File: src/rtl/enable_gen_pkg.sv
// -----------------------------------------------------------------------------
// enable_gen_pkg
// Shared definitions for the enable pulse generator:
//   state_t      - FSM encoding (IDLE=0, RUN=1, STEP=2)
//   DIV_DEFAULT  - divide ratio loaded at reset
//   DIV_W_MAX    - widest divide register eff_div() can handle
//   eff_div()    - effective ratio rule: ratios 0 and 1 both mean "every cycle"
// -----------------------------------------------------------------------------
package enable_gen_pkg;

  typedef enum logic [1:0] {
    IDLE = 2'd0,
    RUN  = 2'd1,
    STEP = 2'd2
  } state_t;

  localparam int DIV_DEFAULT = 4;
  localparam int DIV_W_MAX   = 16;

  function automatic logic [DIV_W_MAX-1:0] eff_div(input logic [DIV_W_MAX-1:0] div);
    return (div < DIV_W_MAX'(2)) ? DIV_W_MAX'(1) : div;
  endfunction

endpackage

File: src/rtl/enable_pulse_gen_prescaler_core.sv
// -----------------------------------------------------------------------------
// prescaler_core
// Free-running prescaler counter. pre_cnt counts 0..eff_div-1 while run is
// high and wraps; tick is high (combinationally) in the cycle where the counter
// sits on its last value, i.e. the edge that ends the cycle is a pulse edge.
// Ports:
//   clk, rst  - clock / synchronous active-high reset
//   clear     - synchronous clear of pre_cnt (has priority over run)
//   run       - count enable; tick is forced low while run is low
//   div       - raw divide ratio (0 and 1 both mean divide-by-1)
//   tick      - wrap indicator for the current cycle
// -----------------------------------------------------------------------------
module prescaler_core
  import enable_gen_pkg::*;
#(
  parameter int DIV_W = 8
) (
  input  logic             clk,
  input  logic             rst,
  input  logic             clear,
  input  logic             run,
  input  logic [DIV_W-1:0] div,
  output logic             tick
);

  logic [DIV_W-1:0]     pre_cnt;
  logic [DIV_W_MAX-1:0] wrap_at;

  assign wrap_at = eff_div(DIV_W_MAX'(div)) - DIV_W_MAX'(1);
  assign tick    = run && (DIV_W_MAX'(pre_cnt) == wrap_at);

  always_ff @(posedge clk) begin
    if (rst || clear) begin
      pre_cnt <= '0;
    end else if (run) begin
      pre_cnt <= tick ? '0 : pre_cnt + 1'b1;
    end
  end

endmodule

File: src/rtl/enable_pulse_gen.sv
// -----------------------------------------------------------------------------
// enable_pulse_gen
// Produces the downstream counter's enable as registered one-cycle pulses at a
// programmable rate, with run / stop / single-step control.
// Optional feature macro: PRESCALER_BURST_EN (adds burst_len / done and stops
// RUN automatically after burst_len pulses; burst_len == 0 runs until stop).
// Ports:
//   clk, rst    - clock / synchronous active-high reset
//   start       - IDLE -> RUN (stop has priority, start beats step)
//   stop        - RUN -> IDLE; a pulse due on that edge is suppressed
//   step        - in IDLE, emit exactly one enable pulse via STEP
//   div_load    - load div_value into the divide register (IDLE only)
//   div_value   - new divide ratio (0 and 1 mean every cycle)
//   enable      - registered pulse output
//   running     - high while in RUN
//   dbg_state   - current FSM state, for observation
//   burst_len   - pulses per run (PRESCALER_BURST_EN only)
//   done        - one-cycle pulse as running falls at burst end
//                 (PRESCALER_BURST_EN only)
// Handshake: all controls are plain level-sampled inputs; there is no
// valid/ready pair -- a control takes effect at the edge it is sampled high,
// if the current state accepts it, and is otherwise ignored.
// -----------------------------------------------------------------------------
module enable_pulse_gen
  import enable_gen_pkg::*;
#(
  parameter int DIV_W       = 8,
  parameter int DIV_DEFAULT = enable_gen_pkg::DIV_DEFAULT,
  parameter int BURST_W     = 4
) (
  input  logic               clk,
  input  logic               rst,
  input  logic               start,
  input  logic               stop,
  input  logic               step,
  input  logic               div_load,
  input  logic [DIV_W-1:0]   div_value,
`ifdef PRESCALER_BURST_EN
  input  logic [BURST_W-1:0] burst_len,
  output logic               done,
`endif
  output logic               enable,
  output logic               running,
  output state_t             dbg_state
);

  state_t           state;
  logic [DIV_W-1:0] div_reg;
  logic             tick;
  logic             run_ok;

`ifdef PRESCALER_BURST_EN
  logic [BURST_W-1:0] burst_cnt;
  // Set on the edge that issues the final burst pulse; the following edge
  // leaves RUN, so no further pulse may be produced in between.
  logic               burst_last;
`endif

  assign dbg_state = state;

  // The prescaler only advances in a RUN cycle that stays in RUN. Any other
  // cycle clears it, which also gives pre_cnt = 0 on entry to RUN.
  always_comb begin
    run_ok = (state == RUN) && !stop;
`ifdef PRESCALER_BURST_EN
    if (burst_last) run_ok = 1'b0;
`endif
  end

  prescaler_core #(
    .DIV_W (DIV_W)
  ) u_core (
    .clk   (clk),
    .rst   (rst),
    .clear (!run_ok),
    .run   (run_ok),
    .div   (div_reg),
    .tick  (tick)
  );

  always_ff @(posedge clk) begin
    if (rst) begin
      state   <= IDLE;
      div_reg <= DIV_W'(DIV_DEFAULT);
      enable  <= 1'b0;
      running <= 1'b0;
`ifdef PRESCALER_BURST_EN
      burst_cnt  <= '0;
      burst_last <= 1'b0;
      done       <= 1'b0;
`endif
    end else begin
      enable <= 1'b0;
`ifdef PRESCALER_BURST_EN
      done <= 1'b0;
`endif
      case (state)
        IDLE: begin
          if (div_load) div_reg <= div_value;
`ifdef PRESCALER_BURST_EN
          burst_cnt  <= '0;
          burst_last <= 1'b0;
`endif
          if (start && !stop) begin
            state   <= RUN;
            running <= 1'b1;
          end else if (step && !start) begin
            state  <= STEP;
            enable <= 1'b1;
          end
        end
        RUN: begin
`ifdef PRESCALER_BURST_EN
          if (burst_last) begin
            state      <= IDLE;
            running    <= 1'b0;
            done       <= 1'b1;
            burst_last <= 1'b0;
          end else
`endif
          if (stop) begin
            state   <= IDLE;
            running <= 1'b0;
          end else begin
            enable <= tick;
`ifdef PRESCALER_BURST_EN
            if (tick) begin
              burst_cnt <= burst_cnt + 1'b1;
              if ((burst_len != '0) && (BURST_W'(burst_cnt + 1'b1) == burst_len))
                burst_last <= 1'b1;
            end
`endif
          end
        end
        STEP: begin
          state <= IDLE;
        end
        default: begin
          state   <= IDLE;
          running <= 1'b0;
        end
      endcase
    end
  end

endmodule

File: config.mk
export PLATFORM = sky130hd
export DESIGN_NAME = enable_pulse_gen
export DESIGN_NICKNAME = d
export VERILOG_FILES = /design/src/rtl/enable_gen_pkg.sv /design/src/rtl/enable_pulse_gen_prescaler_core.sv /design/src/rtl/enable_pulse_gen.sv
export SDC_FILE = /design/constraint.sdc
export NUM_CORES = 1
export LEC_CHECK = 0
export BUFFER_PORTS_ARGS = -buffer_cell sky130_fd_sc_hd__buf_2
export CORE_MARGIN = 2
export CORE_UTILIZATION = 41
export CTS_CLUSTER_SIZE = 24
export DETAILED_ROUTE_END_ITERATION = 10
export PLACE_DENSITY_LB_ADDON = 0.12
export SLEW_MARGIN = 20
export SYNTH_ARGS = -nofsm -noshare
export SYNTH_HDL_FRONTEND = slang
export SYNTH_SLANG_ARGS = --single-unit
File: constraint.sdc
create_clock -name clk -period 4 [get_ports clk]
set_input_delay 0.8 -clock clk [delete_from_list [all_inputs] [get_ports clk]]
set_output_delay 0.8 -clock clk [all_outputs]
set_load 0.01 [all_outputs]
==> results.json, run 1 <==
{
  "final_core_utilization_pct": 48.8,
  "maxCapViolations": 0,
  "rsz0062_at_grt": "false",
  "diodes": 0,
  "ys.flop_type": "dfxtp_1",
  "clkLatencyLatePin_ps": 300,
  "synth.most_common_cell": "dfxtp_1",
  "die_y_um": 54.7,
  "multi_input_area_sq_um": 612,
  "status": "completed",
  "grt_pass1_vias": 837,
  "die_w_um": 54.7,
  "finalPower_mw": 0.408,
  "synth_nets": 138,
  "grt_overflow": 0,
  "portBuffers": 17,
  "fin_nets": 157,
  "layout_setup_ws_ps": 747,
  "synth_edf_count": 0,
  "max_clock_freq_mhz": 307,
  "slowest_stage": "a2111oi_4",
  "core_sq_um": 2450,
  "cp_top_family": "compound AO/OA/AOI/OAI gates",
  "dr_total_vias": 883,
  "synth_top_cell_by_area": "dfxtp_1",
  "layout_min_cycle_time_ps": 3250,
  "cts_buffer_depth": 2,
  "hpwl_mm": 1.69,
  "cp_data_arrival_time_ps": 3510,
  "drive_gt1_share_pct": 20.1,
  "crit_chain": "nor4_1 -> a21oi_1 -> and3_1 -> ha_1 -> xnor2_1 -> a2111oi_0 -> o221a_2 -> o2111ai_2 -> a2111oi_4 -> a21o_1",
  "pre_cts_slack_ps": 769,
  "clk_pin_slew_ps": 110,
  "required_ps": 4260,
  "htreeDepth": 1,
  "synth.avg_cell_area_sq_um": 8.71,
  "layout.cells.non_filler": 169,
  "gp_congestion": 0.917,
  "tightestPinTransition_ps": 553,
  "finalSetupViolations": 0,
  "synth_cell_types": 32,
  "drt_iter0_markers": 13,
  "vias_per_cell": 5.22,
  "drtAntennaViolNets": 0,
  "root_buffer": "clkbuf_4",
  "ir_drop_mv": 0.249,
  "hp-class": "flop to flop",
  "ys_seq_elements": 20,
  "crit_fanout": 9,
  "die_area_sq_um": 2990,
  "ys_seq_area_share_pct": 38.0,
  "path_class": "flop to flop",
  "cp-start-kind": "flop",
  "fin_tns_setup_ps": 0,
  "seqCellArea_sq_um": 400,
  "grt_pass1_wl_mm": 3.61,
  "max-slew-margin-rel_pct": 63.1,
  "grt_start_max_net_pins": 13,
  "firstDrtPassIters": 4,
  "drc_errors": 0,
  "drt-total-wl_mm": 2.17,
  "antenna_found_initial": 0,
  "fp-row-count": 18,
  "fill_cells": 251,
  "hold_ws_ps": 538,
  "synthesis.area_sq_um": 1050,
  "powerDensity_nw_per_um2": 341,
  "critPathCaptureType": "flop",
  "cts_tree": "yes",
  "hold_buffers": 0,
  "cts_buffers": 3,
  "area_growth_pct": 13.7,
  "drv_slew": 0,
  "yosysWarnings": 0,
  "fin_worst_skew_ps": 5.56,
  "initial_core_util_pct": 42.9,
  "synth_area_leaders": "dfxtp_1 38%, xnor2_1 5.8%, nor3_1 5.7%",
  "numClockSinks": 20,
  "fin_crit_sh_pct": 81.3,
  "globalRouteTotalUtil_pct": 16.7,
  "worstPathBufferInverterCount": 0,
  "cts_setup_buffers": 0,
  "wl_per_cell_um": 12.8,
  "final-hold-violation-count": 0,
  "place_area_sq_um": 1160,
  "synthArstFlopShare_pct": 0,
  "dp_cells": 165,
  "netlist.area_leader.share_pct": 38.0,
  "slowest_delay_ps": 540,
  "synthCells": 121,
  "stdcell_area_sq_um": 1200,
  "leakagePower_nw": 0.474,
  "cts_resized": 0,
  "num_io_pins": 18,
  "synth_common_cells": "20 x dfxtp_1, 15 x nor2_1, 12 x nor3_1, 8 x a21oi_1"
}
## cell usage in the layout (no fill, tap or decap), drive strengths merged
| cell | netlist | layout |
|---|---|---|
| dfxtp | 20 | 20 |
| buf | 1 | 18 |
| nor2 | 16 | 16 |
| nor3 | 12 | 12 |
| a21oi | 8 | 8 |
| nand2 | 7 | 7 |
| xnor2 | 7 | 7 |
| inv | 5 | 5 |
| nand3 | 5 | 5 |
| xor2 | 5 | 5 |
| mux2i | 5 | 5 |
| clkbuf | 3 | 4 |
| and3 | 3 | 3 |
| nor2b | 3 | 3 |
| ha | 3 | 3 |
| nor4 | 2 | 2 |
| o21ai | 2 | 2 |
| a2111oi | 2 | 2 |
| or4 | 1 | 1 |
| o31ai | 1 | 1 |
| nand4 | 1 | 1 |
| nand3b | 1 | 1 |
| a21bo | 1 | 1 |
| o221a | 1 | 1 |
| o2111ai | 1 | 1 |
| and2 | 1 | 1 |
| nor3b | 1 | 1 |
| a211o | 1 | 1 |
| a21o | 1 | 1 |
| nor4bb | 1 | 1 |
## metal layers
layer	part of all wire (%)	vias up	track usage, %
li1	-	460	-
met1	49	404	22.4
met2	47	14	26.2
met3	3.0	5	2.46
met4	1.4	0	7.50
met5	0	-	0
## path summary, 6_finish.rpt
kind / endpoint / start / slack (ps) / cells after the start
worst min-delay path: running / running / 540 / 2
worst max register to register: enable / div_reg[4] / 750 / 10
worst max-delay path: enable / div_reg[4] / 750 / 10
worst min register to register: running / running / 540 / 2
## final cells by class
| class | instances | share of cell area (%) |
|---|---|---|
| Sequential cell | 20 | 33.4 |
| Clock buffer | 4 | 3.03 |
| Inverter | 5 | 1.57 |
| Tap cell | 30 | 3.13 |
| Multi-Input combinational cell | 92 | 51.1 |
| Timing Repair Buffer | 18 | 7.73 |
## kinds of logic (layout without fill, tap and decap cells)
logic type | count (synthesis) | count (layout) | synth area share [%]
AO/OA/AOI/OAI | 18 | 18 | 13.9
XOR/XNOR | 12 | 12 | 9.98
adder cells (fa/ha/maj) | 3 | 3 | 3.56
buffers and inverters | 9 | 27 | 3.92
flip-flops | 20 | 20 | 38.0
multiplexers | 5 | 5 | 4.75
AND/OR/NAND/NOR | 54 | 54 | 25.9
## tightest hold or removal path, stage by stage, from the launching register on
cell     delay (ps)
dfxtp_1         340
a21oi_1         120
nor2_1           40
## where the power goes
part / total (mW) / internal [mW] / switching, mW
clock: 0.116 / 0.0555 / 0.0606
sequential: 0.218 / 0.207 / 0.0109
combinational: 0.0741 / 0.0348 / 0.0393
total: 0.408 / 0.297 / 0.111
Note: power is estimated with default switching activity, not from simulation.
==> run 2, diff against run 1 <==
Settings changed: ABC_AREA set to 1, CORE_ASPECT_RATIO set to 2.
Clock period 4 ns to 3.1 ns, I/O delays scaled along.
==> results.json, run 2 <==
{
  "required_ps": 3250,
  "die_w_um": 41.2,
  "p_sw_mw": 0.172,
  "synthCells": 156,
  "final-hold-violation-count": 0,
  "grt_start_max_net_pins": 17,
  "synth.most_common_cell": "nand2_1",
  "fin_worst_skew_ps": 6.03,
  "root_buffer": "clkbuf_8",
  "die_y_um": 78.5,
  "cts_resized": 0,
  "ys_seq_area_share_pct": 35.2,
  "max_clock_freq_mhz": 486,
  "portBuffers": 17,
  "ys_seq_elements": 20,
  "antenna_found_initial": 0,
  "cts_buffers": 3,
  "leakagePower_nw": 0.621,
  "diodes": 0,
  "intPower_mw": 0.483,
  "core_sq_um": 2700,
  "gp_congestion": 0.700,
  "fin_nets": 194,
  "grt_overflow": 0,
  "seqCellArea_sq_um": 400,
  "max-slew-margin-rel_pct": 65.8,
  "wl_per_cell_um": 11.7,
  "cts_tree": "yes",
  "fp-row-count": 27,
  "cp-start-kind": "flop",
  "clkLatencyLatePin_ps": 260,
  "worstPathBufferInverterCount": 2,
  "yosysWarnings": 0,
  "multi_input_area_sq_um": 631,
  "synth.avg_cell_area_sq_um": 7.29,
  "powerDensity_nw_per_um2": 494,
  "drtAntennaViolNets": 0,
  "vias_per_cell": 4.90,
  "finalSetupViolations": 0,
  "grt_pass1_vias": 980,
  "synth_nets": 173,
  "firstDrtPassIters": 4,
  "die_area_sq_um": 3240,
  "pwr-share-seq_pct": 42.3,
  "tightestPinTransition_ps": 512,
  "num_io_pins": 18,
  "globalRouteTotalUtil_pct": 18.2,
  "synthArstFlopShare_pct": 0,
  "pwr-share-comb_pct": 17.5,
  "netlist.area_leader.share_pct": 35.2,
  "grt_pass1_wl_mm": 4.15,
  "clockPowerShare_pct": 40.2,
  "crit_fanout": 8,
  "mostFrequentLayoutCells": "23 x nand2_1, 20 x inv_1, 20 x dfxtp_1",
  "slowest_stage": "dfxtp_1",
  "initial_core_util_pct": 42.1,
  "ys.flop_type": "dfxtp_1",
  "crit_chain": "inv_1 -> nand2_2 -> nor2_2 -> inv_1 -> nand3_1 -> nor2_1 -> ha_1 -> nand2_1 -> nand2_1 -> nor2_1 -> nand2_1 -> nor2_2 -> nand3_2 -> nor2_4 -> nand2_4 -> nand3_4 -> nor2_2",
  "status": "completed",
  "clk_pin_slew_ps": 80,
  "drt_iter0_markers": 18,
  "critPathCaptureType": "flop",
  "drt-total-wl_mm": 2.40,
  "drive_gt1_share_pct": 30.1,
  "fill_cells": 296,
  "rsz0062_at_grt": "false",
  "swShare_pct": 26.2,
  "hpwl_mm": 1.98,
  "maxCapViolations": 0,
  "fin_crit_sh_pct": 66.3,
  "hold_buffers": 0,
  "area_growth_pct": 16.5,
  "numClockSinks": 20,
  "slowest_delay_ps": 340,
  "synth_top_cell_by_area": "dfxtp_1",
  "ir_drop_mv": 0.352,
  "layout_min_cycle_time_ps": 2060,
  "drc_errors": 0,
  "synthesis.area_sq_um": 1140,
  "hp-class": "flop to flop",
  "cts_setup_buffers": 0,
  "synth_area_leaders": "dfxtp_1 35%, nand2_1 7.6%, inv_1 6.6%",
  "dr_total_vias": 1004,
  "layout_commonest_cell": "nand2_1",
  "fin_tns_setup_ps": 0,
  "cp_top_family": "simple AND/OR/NAND/NOR gates",
  "synth_cell_types": 22,
  "cp_data_arrival_time_ps": 2210,
  "htreeDepth": 1,
  "cts_buffer_depth": 2,
  "synth_common_cells": "23 x nand2_1, 20 x dfxtp_1, 20 x inv_1",
  "path_class": "flop to flop",
  "finalPower_mw": 0.655,
  "drv_slew": 0,
  "synth_edf_count": 0
}
[run 2: cell count changes after synthesis, sizes merged, moves of 4 or more]
cell   before  now
nand3       5   12
a21oi       8   12
nor3       12    0
mux2i       5    0
xnor2       7    1
o21ai       2   11
inv         5   27
nand2       7   30
nor2       16   26
[run 2: worst paths after layout]
check | from | endpoint | slack, ps | depth (start not counted)
worst min-delay path | running | running | 480 | 2
worst max-delay path | div_reg[6] | u_core.pre_cnt[0] | 1040 | 17
worst max register to register | div_reg[6] | u_core.pre_cnt[0] | 1040 | 17
worst min register to register | running | running | 480 | 2
[run 2: cells by family (layout without fill, tap and decap cells)]
group,after synthesis,count (layout),synth area share [%]
simple gates,72,72,34.4
buf+inv,28,48,9.35
compound gates,24,24,10.8
flops,20,20,35.2
xor+xnor,9,9,6.93
fa+ha+maj,3,3,3.30
[run 2: power groups by stage]
stage	logic, mW	clock network [mW]	registers, mW
detailed placement	0.116	0	0.283
CTS	0.116	0.268	0.277
finish	0.114	0.263	0.277
floorplan	0.0860	0	0.283
global placement	0.113	0	0.283
global route	0.133	0.282	0.279
[run 2: worst min-delay path, cell delays in order, from the launching register on]
cell and delay (ps):
dfxtp_1 310, o21ai_0 70, a21oi_1 60
[run 2: through the flow]
step,utilization (%),std cells,hold WS [ps],area [sq um],setup WS (ps)
2_1_floorplan,-,156,446,1140,1240
3_3_place_gp,46.4,201,468,1250,1060
3_5_place_dp,46.4,201,467,1250,1020
4_1_cts,49.0,205,481,1330,1010
5_1_grt,49.0,205,517,1330,827
6_report,49.0,205,481,1330,1040
[run 2: routing by layer]
metal  vias to the layer above  track usage (%)  share of wire (%)
met2                        15             31.4                 57
met4                         0             6.77               0.92
met5                         -                0                  0
met1                       459             20.6                 39
li1                        528                -                  -
met3                         2             2.54                2.6
[run 2: final cells by class]
type | instances | area share [%]
Multi-Input combinational cell | 108 | 47.6
Sequential cell | 20 | 30.2
Inverter | 27 | 7.65
Timing Repair Buffer | 17 | 6.42
Clock buffer | 3 | 3.12
Tap cell | 29 | 2.74
Clock inverter | 1 | 2.27
